File: src/rtl/multiplier_responder_pkg.sv
// multiplier_responder_pkg: state encoding and default width shared with the factorial controller
package multiplier_responder_pkg;
   localparam int DEFAULT_WIDTH = 64;
   typedef enum logic [1:0] {
      IDLE = 2'b00,
      EXEC = 2'b01,
      DONE = 2'b10
   } state_t;
endpackage

File: src/rtl/multiplier_responder_add_cout.sv
// add_cout: WIDTH-bit unsigned adder with carry-out
module add_cout
   import multiplier_responder_pkg::*;
#(
   parameter int WIDTH = DEFAULT_WIDTH
) (
   input  logic [WIDTH-1:0] a,
   input  logic [WIDTH-1:0] b,
   output logic [WIDTH-1:0] sum,
   output logic             cout
);
   assign {cout, sum} = {1'b0, a} + {1'b0, b};
endmodule

File: src/rtl/multiplier_responder.sv
// multiplier_responder: sequential shift-add multiplier, one step per cycle, level done handshake
module multiplier_responder
   import multiplier_responder_pkg::*;
#(
   parameter int WIDTH = DEFAULT_WIDTH
) (
   input  logic               clk,
   input  logic               reset,
   input  logic               opstart,
   input  logic               opclear,
   input  logic [WIDTH-1:0]   multiplicand,
   input  logic [WIDTH-1:0]   multiplier,
   output logic [2*WIDTH-1:0] result,
   output logic               opdone
);
   localparam int CW = $clog2(WIDTH) + 1;
   state_t             state_q, state_d;
   logic [WIDTH-1:0]   a_q, a_d, b_q, b_d;
   logic [2*WIDTH-1:0] acc_q, acc_d;
   logic [CW-1:0]      cnt_q, cnt_d;
   logic               done_q, done_d;
   logic [WIDTH-1:0]   add_b, sum;
   logic               cout;
   logic               last;
   assign last  = cnt_q == CW'(WIDTH);
   assign add_b = b_q[0] ? a_q : '0;
   add_cout #(.WIDTH(WIDTH)) u_add (
      .a   (acc_q[2*WIDTH-1:WIDTH]),
      .b   (add_b),
      .sum (sum),
      .cout(cout)
   );
   always_comb begin
      state_d = state_q;
      if (opclear)
         state_d = IDLE;
      else
         case (state_q)
            IDLE:    state_d = opstart ? EXEC : IDLE;
            EXEC:    state_d = last ? DONE : EXEC;
            DONE:    state_d = DONE;
            default: state_d = IDLE;
         endcase
      done_d = state_d == DONE;
   end
   // the extra cycle at cnt==WIDTH with no step gives the WIDTH+1 latency to opdone
   always_comb begin
      a_d   = a_q;
      b_d   = b_q;
      acc_d = acc_q;
      cnt_d = cnt_q;
      if (opclear || (state_q != IDLE && state_q != EXEC && state_q != DONE)) begin
         acc_d = '0;
         cnt_d = '0;
      end else if (state_q == IDLE && opstart) begin
         a_d   = multiplicand;
         b_d   = multiplier;
         acc_d = '0;
         cnt_d = '0;
      end else if (state_q == EXEC && !last) begin
         acc_d = {cout, sum, acc_q[WIDTH-1:1]};
         b_d   = b_q >> 1;
         cnt_d = cnt_q + CW'(1);
      end
   end
   always_ff @(posedge clk) begin
      if (reset) begin
         state_q <= IDLE;
         done_q  <= 1'b0;
      end else begin
         state_q <= state_d;
         done_q  <= done_d;
      end
   end
   always_ff @(posedge clk) begin
      if (reset) begin
         a_q   <= '0;
         b_q   <= '0;
         acc_q <= '0;
         cnt_q <= '0;
      end else begin
         a_q   <= a_d;
         b_q   <= b_d;
         acc_q <= acc_d;
         cnt_q <= cnt_d;
      end
   end
   assign result = acc_q;
   assign opdone = done_q;
endmodule

File: config.mk
export PLATFORM = sky130hd
export DESIGN_NAME = multiplier_responder
export DESIGN_NICKNAME = d
export VERILOG_FILES = /design/src/rtl/multiplier_responder_pkg.sv /design/src/rtl/multiplier_responder_add_cout.sv /design/src/rtl/multiplier_responder.sv
export SDC_FILE = /design/constraint.sdc
export NUM_CORES = 1
export LEC_CHECK = 0
export BUFFER_PORTS_ARGS = -buffer_cell sky130_fd_sc_hd__buf_2
export CELL_PAD_IN_SITES_DETAIL_PLACEMENT = 0
export CELL_PAD_IN_SITES_GLOBAL_PLACEMENT = 2
export CORE_MARGIN = 4
export CORE_UTILIZATION = 29
export CTS_CLUSTER_SIZE = 30
export DETAILED_ROUTE_END_ITERATION = 6
export HOLD_SLACK_MARGIN = 0.02
export PLACE_DENSITY_LB_ADDON = 0.1
export SLEW_MARGIN = 25
export SYNTH_ARGS = -nofsm -noshare
export SYNTH_HDL_FRONTEND = slang
export SYNTH_SLANG_ARGS = --single-unit
File: constraint.sdc
create_clock -name clk -period 3.1 [get_ports clk]
set_input_delay 0.155 -clock clk [delete_from_list [all_inputs] [get_ports clk]]
set_output_delay 0.155 -clock clk [all_outputs]
set_load 0.02 [all_outputs]
==> out/qor.txt, run 1 <==
run status: complete, but fails checks
violated checks: setup timing
layout cells sized above 1: 32.7%
Fin Clk Skew: 16.0 ps
Crit. End Element: flip-flop
CP max FO: 7
Pre-Repair DR Iteration Count: 5
post-synthesis net count: 1966
Total GRT Usage: 18.8%
placed insts: 2760
number of flops mapped to enable cells by yosys: 0
fin crit period: 3340 ps
vias: 14242
final setup margin: -239 ps
Sink Count: 266
num rows: 80
initial antenna violation count: 8
htree depth: 2
setup_tns: -2700 ps
Root Driver: clkbuf_16
Core Util, Final: 44.9%
CTS buffer count: 36
Post-Syn Instances: 1767
slew margin rel.: 47.9%
Final #Nets: 2544
Die H: 227 µm
RePlAce Congestion: 0.855
Detailed Place HPWL: 35100 µm
DR WL/cell: 16.7 µm
Max Fclk: 299 MHz
Max rail drop VDD: 0.325 mV
Worst EP arrival: 3820 ps
area post-placement: 17500 µm²
wirelength, routed: 49800 µm
initial DRC count: 624
Core ar.: 47600 µm²
DIE AREA: 51700 µm²
Register Area: 5330 µm²
CP Launch Type: flip-flop
multi-input combinational cell area: 9180 µm²
max-cap violation count: 0
Vias/cell: 4.77
overall power: 0.00845 W
HP Class: input pin to flip-flop
first-pass GRT wire length: 77900 µm
largest net degree at the start of global routing: 110
Worst-Skew Late Latency: 570 ps
Leak: 9.16 nW
Port Buffers: 260
total gr overflow: 0
Seq cells post-synth: 266
DR DRC count: 0
io pins: 261
Synthesis Warnings: 0
number of fill cells: 4888
Comb pwr share: 9.4%
Final Hold Fails: 0
Routed Antenna Nets: 0
Flop pwr share: 42.4%
RSZ-0062 raised after global routing: true
setup violators final: 20
Synth cell types: 80
design area: 21400 µm²
Sw Share: 25.3%
Critical Path RT: 3580 ps
Syn Area/Cell: 7.90 µm²
Pwr Density: 395 nW/µm²
asr flop ratio synth: 0%
clk slew on worst S/H paths: 60 ps
worst-margin pin slew: 782 ps
Initial Util: 29.3%
commonest register cell after synthesis: dfxtp_1
final period utilization: 108%
vias in the first global route: 14421
clock share of power: 48.2%
NetSw: 0.00214 W
Layout area overhead: 53.2%
CTS Buffer Depth: 3
Internal Power: 0.00631 W
Die W: 227 µm
Final Max Slew Viols: 0
CTS tree: yes
Seq/Total Area, Yosys: 38.1%
crit path kind: flip-flop to flip-flop
post-synthesis cell area: 14000 µm²
non-filler cells, final: 2988
power groups by stage:
stage	clock, W	combinational (W)	sequential (W)
after CTS	0.00424	0.000790	0.00359
after floorplan	0	0.000400	0.00363
after global placement	0	0.000621	0.00366
after global routing	0.00437	0.000880	0.00360
final	0.00408	0.000792	0.00358
after detailed placement	0	0.000628	0.00366
cell usage after synthesis (24+ instances only):
cell type	n	area share (%)
mux2i_1	65	4.7
a21oi_1	236	8.5
o21ai_0	43	1.5
a211oi_1	69	3.7
a21o_1	40	2.2
xnor2_1	29	1.8
ha_1	66	5.9
nand2_1	412	11
xor2_1	24	1.5
and2_1	67	3.0
nor2_1	119	3.2
clkbuf_1	96	2.6
dfxtp_1	266	38
per-stage QoR:
step / worst slack (ps) / hold slack [ps]
final: -239 / 60.5
after global routing: -401 / 75.4
after CTS: -258 / 23.1
after detailed placement: -603 / 403
after global placement: -550 / 398
after floorplan: -12.7 / 291
registers in the layout, indices dropped and copies added, names as in the netlist:
signal and flops:
result 128, opdone 1, state_q 2, a_q 64
cnt_q 7, b_q 64
kinds of logic after synthesis:
logic type	after synthesis	share of synthesized area (%)
AND/OR/NAND/NOR	696	21.7
flip-flops	266	38.1
buffers and inverters	142	4.45
multiplexers	66	4.74
adder cells (fa/ha/maj)	67	6.06
XOR/XNOR	53	3.32
AO/OA/AOI/OAI	477	21.6
path summary, 6_finish.rpt:
| kind | depth (start not counted) | to | slack (ps) | startpoint |
|---|---|---|---|---|
| setup reg to reg | 16 | result[109]$_SDFFE_PP0P_ | -240 | b_q[0]$_SDFFE_PP0P_ |
| hold reg to reg | 2 | a_q[50]$_SDFFE_PP0P_ | 450 | a_q[50]$_SDFFE_PP0P_ |
| setup / recovery | 16 | result[109]$_SDFFE_PP0P_ | -240 | b_q[0]$_SDFFE_PP0P_ |
| hold / removal | 2 | a_q[8]$_SDFFE_PP0P_ | 60 | reset |
area by class of cell:
class                           count  share of cell area [%]
Antenna cell                        4                  0.0468
Clock buffer                       53                    4.79
Clock inverter                      9                   0.661
Inverter                           19                   0.333
Multi-Input combinational cell   1359                    42.9
Sequential cell                   266                    24.9
Tap cell                          615                    3.60
Timing Repair Buffer              663                    22.7
repair_timing:
| item | CTS | global route |
|---|---|---|
| buffers inserted | 18 | 14 |
| hold buffers | 131 | 0 |
| gates cloned | 1 | 0 |
| endpoints found under the hold margin | 131 | 0 |
| pin swaps | 38 | 55 |
| endpoints found under the setup margin | 40 | 42 |
| resized for setup | 115 | 108 |
worst max-delay path, stage by stage, from the launching register on:
cell      delay (ps)
dfxtp_4          390
and2_4           160
ha_4             150
buf_6            110
fa_2             360
a21oi_4          170
nor2_4            50
o211ai_1         270
a31oi_2          170
nor2b_2          230
o41ai_4          130
a41o_2           310
a31oi_4          260
buf_4            170
xnor2_1          100
nand2_1           80
a21oi_1          150
metal layers:
| metal | track usage [%] | up-vias | part of all wire (%) |
|---|---|---|---|
| met5 | 0 | - | 0.086 |
| li1 | - | 7290 | - |
| met1 | 24.1 | 6638 | 45 |
| met3 | 4.49 | 75 | 5.1 |
| met4 | 5.54 | 8 | 2.5 |
| met2 | 31.6 | 231 | 48 |
layout by cell type, fill, tap and decap left out, types with 18 or more instances in the layout:
cell type and n:
ha_4 38, inv_1 18, and2_1 44, dfxtp_1 265
dlygate4sd3_1 131, nor2_1 113, and2_4 24, mux2i_1 65
nand4_1 21, a21oi_1 213, o21ai_0 24, buf_2 259
xnor2_1 23, clkbuf_16 36, a21o_1 40, nand3_1 20
xor2_1 22, buf_4 242, a21oi_2 19, nand2_1 404
buf_6 21, a211oi_1 67, ha_1 25
Power figures use the tool's default switching activity.
==> inputs of run 2 (changes only) <==
--- a/config.mk
+++ b/config.mk
@@ -16,2 +16,3 @@
 export PLACE_DENSITY_LB_ADDON = 0.1
+export RECOVER_POWER = 100
 export SLEW_MARGIN = 25
--- a/constraint.sdc
+++ b/constraint.sdc
@@ -3,2 +3,2 @@
 set_output_delay 0.155 -clock clk [all_outputs]
-set_load 0.02 [all_outputs]
+set_load 0.1 [all_outputs]
==> run 2 against run 1 <==
  * The run still ends with setup timing left
  * Maximum frequency up 0.13%
  * Wire length fell by 0.68%
  * Final cell count is 0.64% lower
  * Clock skew is 7.8 ps higher
  * Non-clock buffer count fell by 16
  * Design area down 2.6%
  * Power fell by 1.5%
  * Register-to-register slack hardly changed
  * Critical path type unchanged
  * Largest cell class unchanged
  * Highest routed layer unchanged
==> out/qor.txt, run 2 (same netlist as run 1, synthesis figures left out) <==
run status: complete, but fails checks
violated checks: setup timing
overall power: 0.00833 W
Crit. End Element: flip-flop
Leak: 8.45 nW
Sink Count: 266
setup violators final: 25
most frequent cells in the layout: nand2_1 (406), buf_4 (231), a21oi_1 (218)
layout cells sized above 1: 27.6%
CP cell instances: buf_12, and2_1, ha_4, buf_4, a31oi_1, nor3_1, o311a_1, a41oi_2, o2111ai_2, a41o_1, a211oi_2, o21ai_2, buf_4, a211o_1, o211ai_2
largest net degree at the start of global routing: 110
Final Hold Fails: 0
Routed Antenna Nets: 0
number of flip-flops in the largest register: 128
Max rail drop VDD: 0.443 mV
htree depth: 2
Final Max Slew Viols: 0
worst-margin pin slew: 1350 ps
crit path kind: flip-flop to flip-flop
wirelength, routed: 49500 µm
total gr overflow: 0
Total GRT Usage: 18.6%
Vias/cell: 4.77
vias in the first global route: 13998
CP max FO: 12
final setup margin: -235 ps
num rows: 80
Port Buffers: 260
DR DRC count: 0
io pins: 261
vias: 14166
Fin Clk Skew: 23.8 ps
commonest non-fill, non-tap cell in the layout: nand2_1
Worst EP arrival: 3800 ps
Core ar.: 47600 µm²
Critical Path RT: 3560 ps
Die H: 227 µm
max-cap violation count: 0
Core Util, Final: 43.7%
final period utilization: 108%
HP Class: input pin to flip-flop
fin crit period: 3340 ps
Detailed Place HPWL: 34900 µm
placed insts: 2749
Worst-Skew Late Latency: 560 ps
pre-CTS setup slack: -350 ps
first-pass GRT wire length: 76800 µm
Root Driver: clkbuf_16
initial DRC count: 488
initial antenna violation count: 6
Pwr Density: 400 nW/µm²
Initial Util: 29.3%
non-filler cells, final: 2969
CP most frequent cell: buf_4
clk slew on worst S/H paths: 60 ps
Pre-Repair DR Iteration Count: 5
CTS buffer count: 35
Die W: 227 µm
Layout area overhead: 49.2%
hold_ws: 82.6 ps
CP Launch Type: flip-flop
slowest cell delay on critical path: 410 ps
Max Fclk: 300 MHz
slew margin rel.: 9.88%
Final #Nets: 2527
DIE AREA: 51700 µm²
DR WL/cell: 16.7 µm
RePlAce Congestion: 0.853
CTS tree: yes
CTS Buffer Depth: 3
Worst path slowest cell: dfxtp_4
RSZ-0062 raised after global routing: true
run 2: cell count changes in the layout (fill, tap and decap cells not counted), moves of 5 or more:
cell / delta
a21oi_1: +5
and2_1: +9
and2_4: -9
buf_2: -128
buf_4: -11
buf_6: -8
clkbuf_1: +128
dfxtp_1: -53
dfxtp_2: +49
ha_1: +5
ha_4: -5
nor2_2: +6
run 2: through the flow:
| step | TNS [ps] | area (µm²) |
|---|---|---|
| global placement | -4870 | 17500 |
| global route | -8440 | 20800 |
| CTS | -2910 | 20700 |
| detailed placement | -5540 | 17500 |
| floorplan | -92.8 | 14200 |
| finish | -2460 | 20800 |
run 2: cell type report:
type / count / area (µm²)
flip-flops and latches: 266 / 5410
inverters: 19 / 71.3
clock buffers: 50 / 992
repair buffers: 647 / 4530
diodes: 2 / 5.00
well taps: 615 / 769
fillers: 4958 / 26800
clock inverters: 11 / 115
multi-input cells: 1359 / 8950
run 2: metal layers:
metal	track usage (%)	up-vias	part of all wire (%)
met2	31.1	242	47
met1	24.0	6605	44
met3	4.72	61	5.9
li1	-	7252	-
met4	4.90	6	2.2
met5	0	-	0.059
run 2: worst paths after layout:
check | start | endpoint | slack, ps | depth (start not counted)
setup / recovery | b_q[0]$_SDFFE_PP0P_ | result[123]$_SDFFE_PP0P_ | -240 | 15
hold / removal | opstart | state_q[0]$_SDFF_PP0_ | 80 | 3
setup reg to reg | b_q[0]$_SDFFE_PP0P_ | result[123]$_SDFFE_PP0P_ | -240 | 15
hold reg to reg | a_q[60]$_SDFFE_PP0P_ | a_q[60]$_SDFFE_PP0P_ | 450 | 2
run 2: where the power goes:
| group | internal [W] | total (W) | switching (W) |
|---|---|---|---|
| clock | 0.00233 | 0.00396 | 0.00163 |
| sequential | 0.00352 | 0.00358 | 0.0000582 |
| combinational | 0.000378 | 0.000788 | 0.000410 |
run 2: what timing repair did:
action                     CTS  global route
setup endpoints to repair   34            40
cloned                       3             0
hold buffers               129             0
setup buffers               21             8
pin swaps                   56            46
hold endpoints to repair   131             0
gates resized for setup    111            55
run 2: worst max-delay path: cells and delay by family, from the launching register on:
| family | cells | cell delay, ps |
|---|---|---|
| buffers and inverters | 3 | 450 |
| DFF | 1 | 410 |
| AOI/OAI and AO/OA | 9 | 1890 |
| and+or+nand+nor | 2 | 260 |
| adders and majority gates | 1 | 220 |
